**config.mk**
```make
export PLATFORM = sky130hd
export DESIGN_NAME = board_mem_arbiter
export DESIGN_NICKNAME = d
export VERILOG_FILES = /design/src/rtl/board_mem_pkg.sv /design/src/rtl/arb_starve_cnt.sv /design/src/rtl/board_mem_arbiter.sv
export SDC_FILE = /design/constraint.sdc
export NUM_CORES = 1
export LEC_CHECK = 0
export ABC_CLOCK_PERIOD_IN_PS = 3400
export CORE_AREA = 2 2 84 86
export CTS_BUF_LIST = sky130_fd_sc_hd__clkbuf_8
export DETAILED_ROUTE_END_ITERATION = 7
export DIE_AREA = 0 0 86 88
export PLACE_DENSITY = 0.78
export SYNTH_ARGS = -nofsm -noshare
export SYNTH_HDL_FRONTEND = slang
export SYNTH_SLANG_ARGS = --single-unit
```
**constraint.sdc**
```tcl
create_clock -name CLK -period 3.4 [get_ports CLK]
set_input_delay 0.34 -clock CLK [delete_from_list [all_inputs] [get_ports CLK]]
set_output_delay 0.34 -clock CLK [all_outputs]
set_load 0.01 [all_outputs]
```
**src/rtl/board_mem_pkg.sv**
```systemverilog
// Shared constants and types for the board/tile RAM arbiter.
// Owner tags mark which requester a pending RAM read belongs to.
package board_mem_pkg;

    localparam int ADDR_W_DFLT = 12;
    localparam int DATA_W_DFLT = 32;
    localparam int RD_LAT      = 1;

    typedef enum logic [1:0] {
        OWN_NONE = 2'd0,
        OWN_VID  = 2'd1,
        OWN_CPU  = 2'd2
    } owner_e;

endpackage

```
**src/rtl/arb_starve_cnt.sv**
```systemverilog
// Saturating count of consecutive cycles the CPU was denied the RAM.
// o_full tells the arbiter to force a CPU grant.
module arb_starve_cnt #(
    parameter int MAX_WAIT = 8
) (
    input  logic i_clk,
    input  logic i_rst,
    input  logic i_clr,
    input  logic i_inc,
    output logic o_full
);

    logic [7:0] r_cnt;
    logic       w_full;

    assign w_full = (r_cnt == 8'(MAX_WAIT));
    assign o_full = w_full;

    always_ff @(posedge i_clk or posedge i_rst) begin
        if (i_rst)
            r_cnt <= '0;
        else if (i_clr)
            r_cnt <= '0;
        else if (i_inc && !w_full)
            r_cnt <= r_cnt + 8'd1;
    end

endmodule

```
**src/rtl/board_mem_arbiter.sv**
```systemverilog
// Single-port board RAM arbiter: video fetch has priority, the Avalon CPU
// port is force-granted after MAX_WAIT consecutive denied cycles.
module board_mem_arbiter
    import board_mem_pkg::*;
#(
    parameter int ADDR_W   = ADDR_W_DFLT,
    parameter int DATA_W   = DATA_W_DFLT,
    parameter int MAX_WAIT = 8
) (
    input  logic                CLK,
    input  logic                RESET,
    input  logic                AVL_CS,
    input  logic                AVL_READ,
    input  logic                AVL_WRITE,
    input  logic [DATA_W/8-1:0] AVL_BYTE_EN,
    input  logic [ADDR_W-1:0]   AVL_ADDR,
    input  logic [DATA_W-1:0]   AVL_WRITEDATA,
    output logic [DATA_W-1:0]   AVL_READDATA,
    output logic                AVL_READDATAVALID,
    output logic                AVL_WAITREQUEST,
    input  logic                VID_REQ,
    input  logic [ADDR_W-1:0]   VID_ADDR,
    output logic                VID_GNT,
    output logic                VID_RVALID,
    output logic [DATA_W-1:0]   VID_RDATA,
    output logic [ADDR_W-1:0]   RAM_ADDR,
    output logic [DATA_W-1:0]   RAM_WDATA,
    output logic [DATA_W/8-1:0] RAM_BYTEEN,
    output logic                RAM_WREN,
    output logic                RAM_RDEN,
    input  logic [DATA_W-1:0]   RAM_Q
);

    generate
        if (MAX_WAIT < 1 || MAX_WAIT > 255) begin : g_bad_max_wait
            $error("board_mem_arbiter: MAX_WAIT must be in 1..255");
        end
    endgenerate

    logic   w_cpu_req;
    logic   w_full;
    logic   w_force;
    logic   w_vid_gnt;
    logic   w_cpu_gnt;
    owner_e w_own_in;
    owner_e w_own_out;
    owner_e r_own [RD_LAT];

    assign w_cpu_req = AVL_CS & (AVL_READ | AVL_WRITE);
    assign w_force   = w_cpu_req & w_full;

    // Grants are held off entirely while in reset so no RAM command escapes.
    assign w_vid_gnt = ~RESET & VID_REQ & ~w_force;
    assign w_cpu_gnt = ~RESET & w_cpu_req & (w_force | ~VID_REQ);

    arb_starve_cnt #(.MAX_WAIT(MAX_WAIT)) u_starve (
        .i_clk  (CLK),
        .i_rst  (RESET),
        .i_clr  (~w_cpu_req | w_cpu_gnt),
        .i_inc  (w_cpu_req & ~w_cpu_gnt),
        .o_full (w_full)
    );

    always_comb begin
        RAM_ADDR   = AVL_ADDR;
        RAM_WDATA  = AVL_WRITEDATA;
        RAM_BYTEEN = '0;
        RAM_WREN   = 1'b0;
        RAM_RDEN   = 1'b0;
        if (w_vid_gnt) begin
            RAM_ADDR = VID_ADDR;
            RAM_RDEN = 1'b1;
        end else if (w_cpu_gnt) begin
            // Read+write together is a write; the read half is dropped.
            RAM_WREN   = AVL_WRITE;
            RAM_RDEN   = ~AVL_WRITE;
            RAM_BYTEEN = AVL_WRITE ? AVL_BYTE_EN : '0;
        end
    end

    assign w_own_in = w_vid_gnt                ? OWN_VID :
                      (w_cpu_gnt & ~AVL_WRITE) ? OWN_CPU : OWN_NONE;

    // Async clear drops any read in flight so no stale valid follows reset.
    always_ff @(posedge CLK or posedge RESET) begin
        if (RESET) begin
            for (int i = 0; i < RD_LAT; i++) r_own[i] <= OWN_NONE;
        end else begin
            r_own[0] <= w_own_in;
            for (int i = 1; i < RD_LAT; i++) r_own[i] <= r_own[i-1];
        end
    end

    assign w_own_out         = r_own[RD_LAT-1];
    assign VID_GNT           = w_vid_gnt;
    assign AVL_WAITREQUEST   = w_cpu_req & ~w_cpu_gnt;
    assign VID_RVALID        = (w_own_out == OWN_VID);
    assign AVL_READDATAVALID = (w_own_out == OWN_CPU);
    assign VID_RDATA         = RAM_Q;
    assign AVL_READDATA      = RAM_Q;

endmodule

```
==> results of run 1 <==
## synth_stat cells, types with 2 or more instances
| master | n | area [um^2] |
|---|---|---|
| buf_4 | 96 | 721 |
| dfrtp_1 | 10 | 250 |
| mux2_4 | 8 | 120 |
| nor4b_1 | 5 | 43.8 |
| a221oi_1 | 4 | 35.0 |
| inv_1 | 4 | 15.0 |
| mux2_2 | 4 | 45.0 |
| nand2_1 | 4 | 15.0 |
| o21ai_0 | 4 | 20.0 |
| a21oi_1 | 3 | 15.0 |
| nand3_1 | 3 | 15.0 |
| nand4_1 | 3 | 18.8 |
| a211oi_1 | 2 | 15.0 |
| clkbuf_1 | 2 | 7.51 |
| ha_1 | 2 | 25.0 |
| nor2b_1 | 2 | 12.5 |
| o221ai_1 | 2 | 17.5 |
| or3_1 | 2 | 12.5 |
| xor2_1 | 2 | 17.5 |
## report_power, final
part	internal (uW)	switching (uW)
clock	102	49.0
sequential	122	2.16
combinational	87.4	48.8
## metrics by stage
stage          utilization  setup slack [ns]  total power [uW]
5_1_grt              0.231             0.294               434
2_1_floorplan            -              1.12               299
3_5_place_dp         0.222             0.638               263
6_report             0.231             0.386               411
4_1_cts              0.231             0.373               415
3_3_place_gp         0.222             0.668               261
## cell type report
| class | count | area, um^2 |
|---|---|---|
| well taps | 80 | 100 |
| repair buffers | 59 | 581 |
| flip-flops and latches | 10 | 250 |
| clock buffers | 4 | 55.1 |
| fillers | 714 | 5110 |
| multi-input cells | 62 | 532 |
| inverters | 4 | 15.0 |
## logic make-up (layout without fill, tap and decap cells)
family                     Yosys count  after routing
muxes                               12             12
DFF                                 10             10
adders and majority gates            2              2
AOI/OAI and AO/OA                   20             20
xor gates and xnor gates             2              2
buffers and inverters              104             67
and+or+nand+nor                     26             26
## layout by cell type (no fill, tap or decap), drive strengths merged
| cell | n |
|---|---|
| a21boi | 1 |
| nor2b | 2 |
| a211oi | 2 |
| nor3 | 1 |
| o311a | 1 |
| and3 | 1 |
| a21oi | 3 |
| nor4b | 5 |
| nand4 | 3 |
| nor2 | 1 |
| nor3b | 1 |
| o221ai | 2 |
| dfrtp | 10 |
| nand3 | 3 |
| or3b | 1 |
| a21o | 1 |
| or4b | 1 |
| buf | 4 |
| xor2 | 2 |
| a221oi | 4 |
| o21ai | 5 |
| clkdlybuf4s50 | 55 |
| or3 | 3 |
| mux2 | 12 |
| nand2 | 4 |
| inv | 4 |
| a211o | 1 |
| clkbuf | 4 |
| ha | 2 |
## registers in the layout, indices dropped and copies added, names as in the netlist
register,flops
r_own,2
u_starve.r_cnt,8
## critical path: stages, from the launching register on
cell             delay (ns)
dfrtp_1                0.40
inv_1                  0.09
ha_1                   0.15
or4b_4                 0.50
o311a_4                0.49
mux2_4                 0.32
clkdlybuf4s50_1        0.48
## worst paths after layout
path	slack (ns)	to	start	cells past startpoint
worst max-delay path	0.39	RAM_ADDR[6]	u_starve.r_cnt[0]	6
worst min-delay path	0.59	u_starve.r_cnt[1]	u_starve.r_cnt[1]	2
worst max register to register	1.62	r_own[0]	u_starve.r_cnt[0]	4
worst min register to register	0.59	u_starve.r_cnt[1]	u_starve.r_cnt[1]	2
max in group asynchronous	2.45	u_starve.r_cnt[7]	RESET	3
min in group asynchronous	0.76	u_starve.r_cnt[4]	RESET	3
## per-layer routing
layer  up-vias  GRT usage
li1        429          -
met1       451      0.106
met2        84      0.142
met3        16     0.0613
met4         0     0.0534
met5         -          0
==> impl_results.md, run 1 <==
* Startpoint types: flip-flop
* Final nets at 240
* Post-CTS setup buffer count at 0
* Final setup viols at 0
* Vias/cell at 4.47
* Clk buf depth at 2
* Vias in the first global route at 948
* Total track usage at 0.0963
* Clock Tree Root: clkbuf_8
* Die height at 88 um
* Antenna violations before repair at 0
* Pwr Density at 268 nW/um^2
* Simple-Gate Fraction of Synth Area at 0.109
* Met2 WL at 1860 um
* Top FF cell, synth: dfrtp_1
* Metal-1 WL at 1360 um
* Xor/xnor share of the synthesized area at 0.0112
* IO Count at 216
* Yosys Warn Count at 0
* Mapped Area at 1560 um^2
* TritonRoute pass-1 iters at 4
* Post-synth EDFFs at 0
* Worst hold path class: flip-flop to flip-flop
* Cts repair resizes at 0
* Peak Freq at 0.332 GHz
* Fin crit share at 0.887
* TritonCTS clock tree: done
* Post-Synth Adder-Cell Area at 0.0161
* Max VDD drop at 137 uV
* Hold Violations, Final at 0
* Share of layout cells above drive strength 1 at 0.180
* Highest metal used: met4
* Largest net degree at the start of global routing at 20
* Met3 routed WL at 496 um
* Outcome: finished clean
* Clock Skew at 0.00594 ns
* CTS buffer count at 3
* Clk Latency, worst-skew pair at 0.24 ns
* Die area at 7570 um^2
* WP data required at 3.06 ns
* Diode count at 0
* Final Instance Area at 1530 um^2
* Routed WL at 3860 um
* Initial core utilization at 0.235
* Mux cell area share after synthesis at 0.106
* Row count at 30
* Avg Inst Size Synth at 8.86 um^2
* Post-DRT Antenna Nets at 0
* Worst Setup End Kind: output pin
* Via count at 980
* Grt total ovfl at 0
* Core region area at 6640 um^2
* Crit path DAT at 2.67 ns
* Post-route DRC at 0
* Yosys reg bits at 10
* Post-synth cell types at 33
* Post-synthesis compound-gate area fraction at 0.0987
* Number of cells after detailed placement at 215
* Worst-path maximum fanout at 15
* Gate Count Post-Synth at 176
* Ys async rst share at 1.00
* Post-layout min period at 3.01 ns
* Crit Path Class: flip-flop to output pin
* Unrepaired setup endpoints after global routing: no
* RD Place Congestion at 0.836
* Area grow syn2layout at -1.69%
* Largest family of logic cells by synthesized area: buffers and inverters
* Clock-pin slew on the worst setup and hold paths at 0.05 ns
* Slew @ Worst Pin at 0.563 ns
* Hold Worst Slack at 0.587 ns
* Syn nets at 276
* Post-DP HPWL at 3300 um
* Fin cells at 219
* Die width at 86 um
* Placed cell area at 1480 um^2
* Drt wl/cell at 17.6 um
* Max-cap viol count at 0
* Initial DRC count at 32
* CTS Sinks at 10
* Max Transition Viols Final at 0
* Cts hold-fix bufs at 0
* Setup TNS Final at 0 ns
* First-pass GRT wire length at 5420 um
* Register area share after synthesis at 0.161
* Slew headroom at 0.621
* LEAKAGE at 0.000575 uW
* H-Tree Depth at 1
* I/O Buffers at 55
Power figures use the tool's default switching activity.
==> run 2, diff against run 1 <==
--- a/config.mk
+++ b/config.mk
@@ -10,7 +10,7 @@
 export CTS_BUF_LIST = sky130_fd_sc_hd__clkbuf_8
 export DETAILED_ROUTE_END_ITERATION = 7
 export DIE_AREA = 0 0 86 88
-export PLACE_DENSITY = 0.78
+export PLACE_DENSITY_LB_ADDON = 0.15
 export SYNTH_ARGS = -nofsm -noshare
 export SYNTH_HDL_FRONTEND = slang
 export SYNTH_SLANG_ARGS = --single-unit
==> run 2 against run 1 <==
Against the previous run: count of clock-buffer cells in the layout down 1; via count down 3.5%; sequential share of layout area up 0.15 points; wire length down 6.2%; clock skew up 0.0020 ns; combinational power about the same; largest cell class unchanged; largest power group is now combinational cells.
==> impl_results.md, run 2 (same netlist as run 1, synthesis figures left out) <==
* Outcome: finished clean
* Max Transition Viols Final at 0
* Fin crit share at 0.885
* Crit path DAT at 2.67 ns
* Slew headroom at 0.564
* Biggest regs: u_starve.r_cnt: 8 flops, r_own: 2 flops
* Post-layout min period at 3.01 ns
* Critical Path, Cell by Cell: inv_1 > ha_1 > or4b_4 > o311a_4 > mux2_4 > clkdlybuf4s50_1
* Initial DRC count at 74
* Clk Latency, worst-skew pair at 0.23 ns
* Most frequent cells in the layout: clkdlybuf4s50_1, dfrtp_1, mux2_4
* Reg with most FFs: u_starve.r_cnt
* Area grow syn2layout at -2.57%
* Total track usage at 0.0912
* Clock-pin slew on the worst setup and hold paths at 0.05 ns
* Initial core utilization at 0.235
* LEAKAGE at 0.000568 uW
* Max VDD drop at 83.6 uV
* Unrepaired setup endpoints after global routing: no
* CTS buffer count at 3
* Core region area at 6640 um^2
* Grt total ovfl at 0
* Worst-path maximum fanout at 15
* Peak Freq at 0.332 GHz
* CTS Sinks at 10
* Met3 Resource Use GR at 0.0434
* Antenna violations before repair at 0
* RD Place Congestion at 0.796
* Hold Violations, Final at 0
* CP max-delay cell: or4b_4
* Largest net degree at the start of global routing at 20
* Cts hold-fix bufs at 0
* Pwr Density at 251 nW/um^2
* I/O Buffers at 55
* Die height at 88 um
* Worst Setup End Kind: output pin
* TritonCTS clock tree: done
* Clk buf depth at 2
* Vias/cell at 4.34
* Post-route DRC at 0
* WP data required at 3.06 ns
* Setup TNS Final at 0 ns
* TritonRoute pass-1 iters at 4
* Dpl ws at 0.568 ns
* Critical path's top delay family: buffers and inverters
* Post-CTS setup buffer count at 0
* Final nets at 240
* Startpoint types: flip-flop
* First-pass GRT wire length at 5340 um
* Routed WL at 3620 um
* Post-DP HPWL at 3010 um
* Vias in the first global route at 1,065
* Die area at 7570 um^2
* Share of layout cells above drive strength 1 at 0.174
* Commonest non-fill, non-tap cell in the layout: clkdlybuf4s50_1
* IO Count at 216
* H-Tree Depth at 1
* Clock Skew at 0.00789 ns
* Drt wl/cell at 16.6 um
* Cts repair resizes at 0
* Max stage delay on crit path at 0.49 ns
* Max-cap viol count at 0
* Grt met1 use at 0.0831
* Post-DRT Antenna Nets at 0
* Via count at 946
* Final setup viols at 0
* GRT busiest layer: met2
* Diode count at 0
* Worst hold path class: flip-flop to flip-flop
* Die width at 86 um
* Met2 Resource Use GR at 0.169
* Setup WS post-layout at 0.391 ns
* Row count at 30
* Number of flip-flops in the largest register at 8
* CP bufs+invs at 2
* Slew @ Worst Pin at 0.648 ns
* Clock Tree Root: clkbuf_8
* Crit Path Class: flip-flop to output pin
[run 2: cell types whose count changed in the layout (fill, tap and decap cells not counted)]
cell	change
clkbuf_8	-1
[run 2: area by class of cell]
type                            instances  area [um^2]
Clock buffer                            3         41.3
Fill cell                             700         5120
Inverter                                4         15.0
Multi-Input combinational cell         62          532
Sequential cell                        10          250
Tap cell                               80          100
Timing Repair Buffer                   59          581
[run 2: through the flow]
step	cells	utilization	total power, uW	hold WS (ns)	cell area (um^2)
final	218	0.229	381	0.594	1520
after global routing	218	0.229	398	0.625	1520
after CTS	218	0.229	384	0.598	1520
after detailed placement	215	0.222	263	0.590	1480
after global placement	215	0.222	261	0.569	1480
after floorplan	176	-	299	0.550	1560
[run 2: path summary, 6_finish.rpt]
path,depth (start not counted),start,slack [ns],endpoint
max,6,u_starve.r_cnt[0],0.39,RAM_ADDR[8]
min,2,u_starve.r_cnt[0],0.59,u_starve.r_cnt[0]
max reg2reg,4,u_starve.r_cnt[0],1.61,r_own[0]
max in group asynchronous,3,RESET,2.42,r_own[1]
min reg2reg,2,u_starve.r_cnt[0],0.59,u_starve.r_cnt[0]
min in group asynchronous,3,RESET,0.79,u_starve.r_cnt[0]
[run 2: routing by layer]
| layer | routed length [um] | vias to the layer above | part of all wire |
|---|---|---|---|
| met3 | 427 | 12 | 0.12 |
| met5 | 0 | - | 0 |
| met4 | 94 | 0 | 0.026 |
| li1 | - | 428 | - |
| met2 | 2040 | 81 | 0.56 |
| met1 | 1060 | 425 | 0.29 |
[run 2: worst min-delay path, stage by stage (launching register included)]
cell and delay (ns):
dfrtp_1 0.41, nand4_1 0.09, a21oi_1 0.06
[run 2: report_power, final]
part	internal (uW)	switching, uW	total, uW
clock network	77.3	43.5	121
registers	122	2.28	124
logic	87.3	48.7	136
==> run 3, diff against run 2 <==
--- a/config.mk
+++ b/config.mk
@@ -8,6 +8,7 @@
 export ABC_CLOCK_PERIOD_IN_PS = 3400
 export CORE_AREA = 2 2 84 86
 export CTS_BUF_LIST = sky130_fd_sc_hd__clkbuf_8
+export CTS_CLUSTER_DIAMETER = 30
 export DETAILED_ROUTE_END_ITERATION = 7
 export DIE_AREA = 0 0 86 88
 export PLACE_DENSITY_LB_ADDON = 0.15
==> results of run 3 <==
Final layout, timing and power as in run 2 (identical DEF).
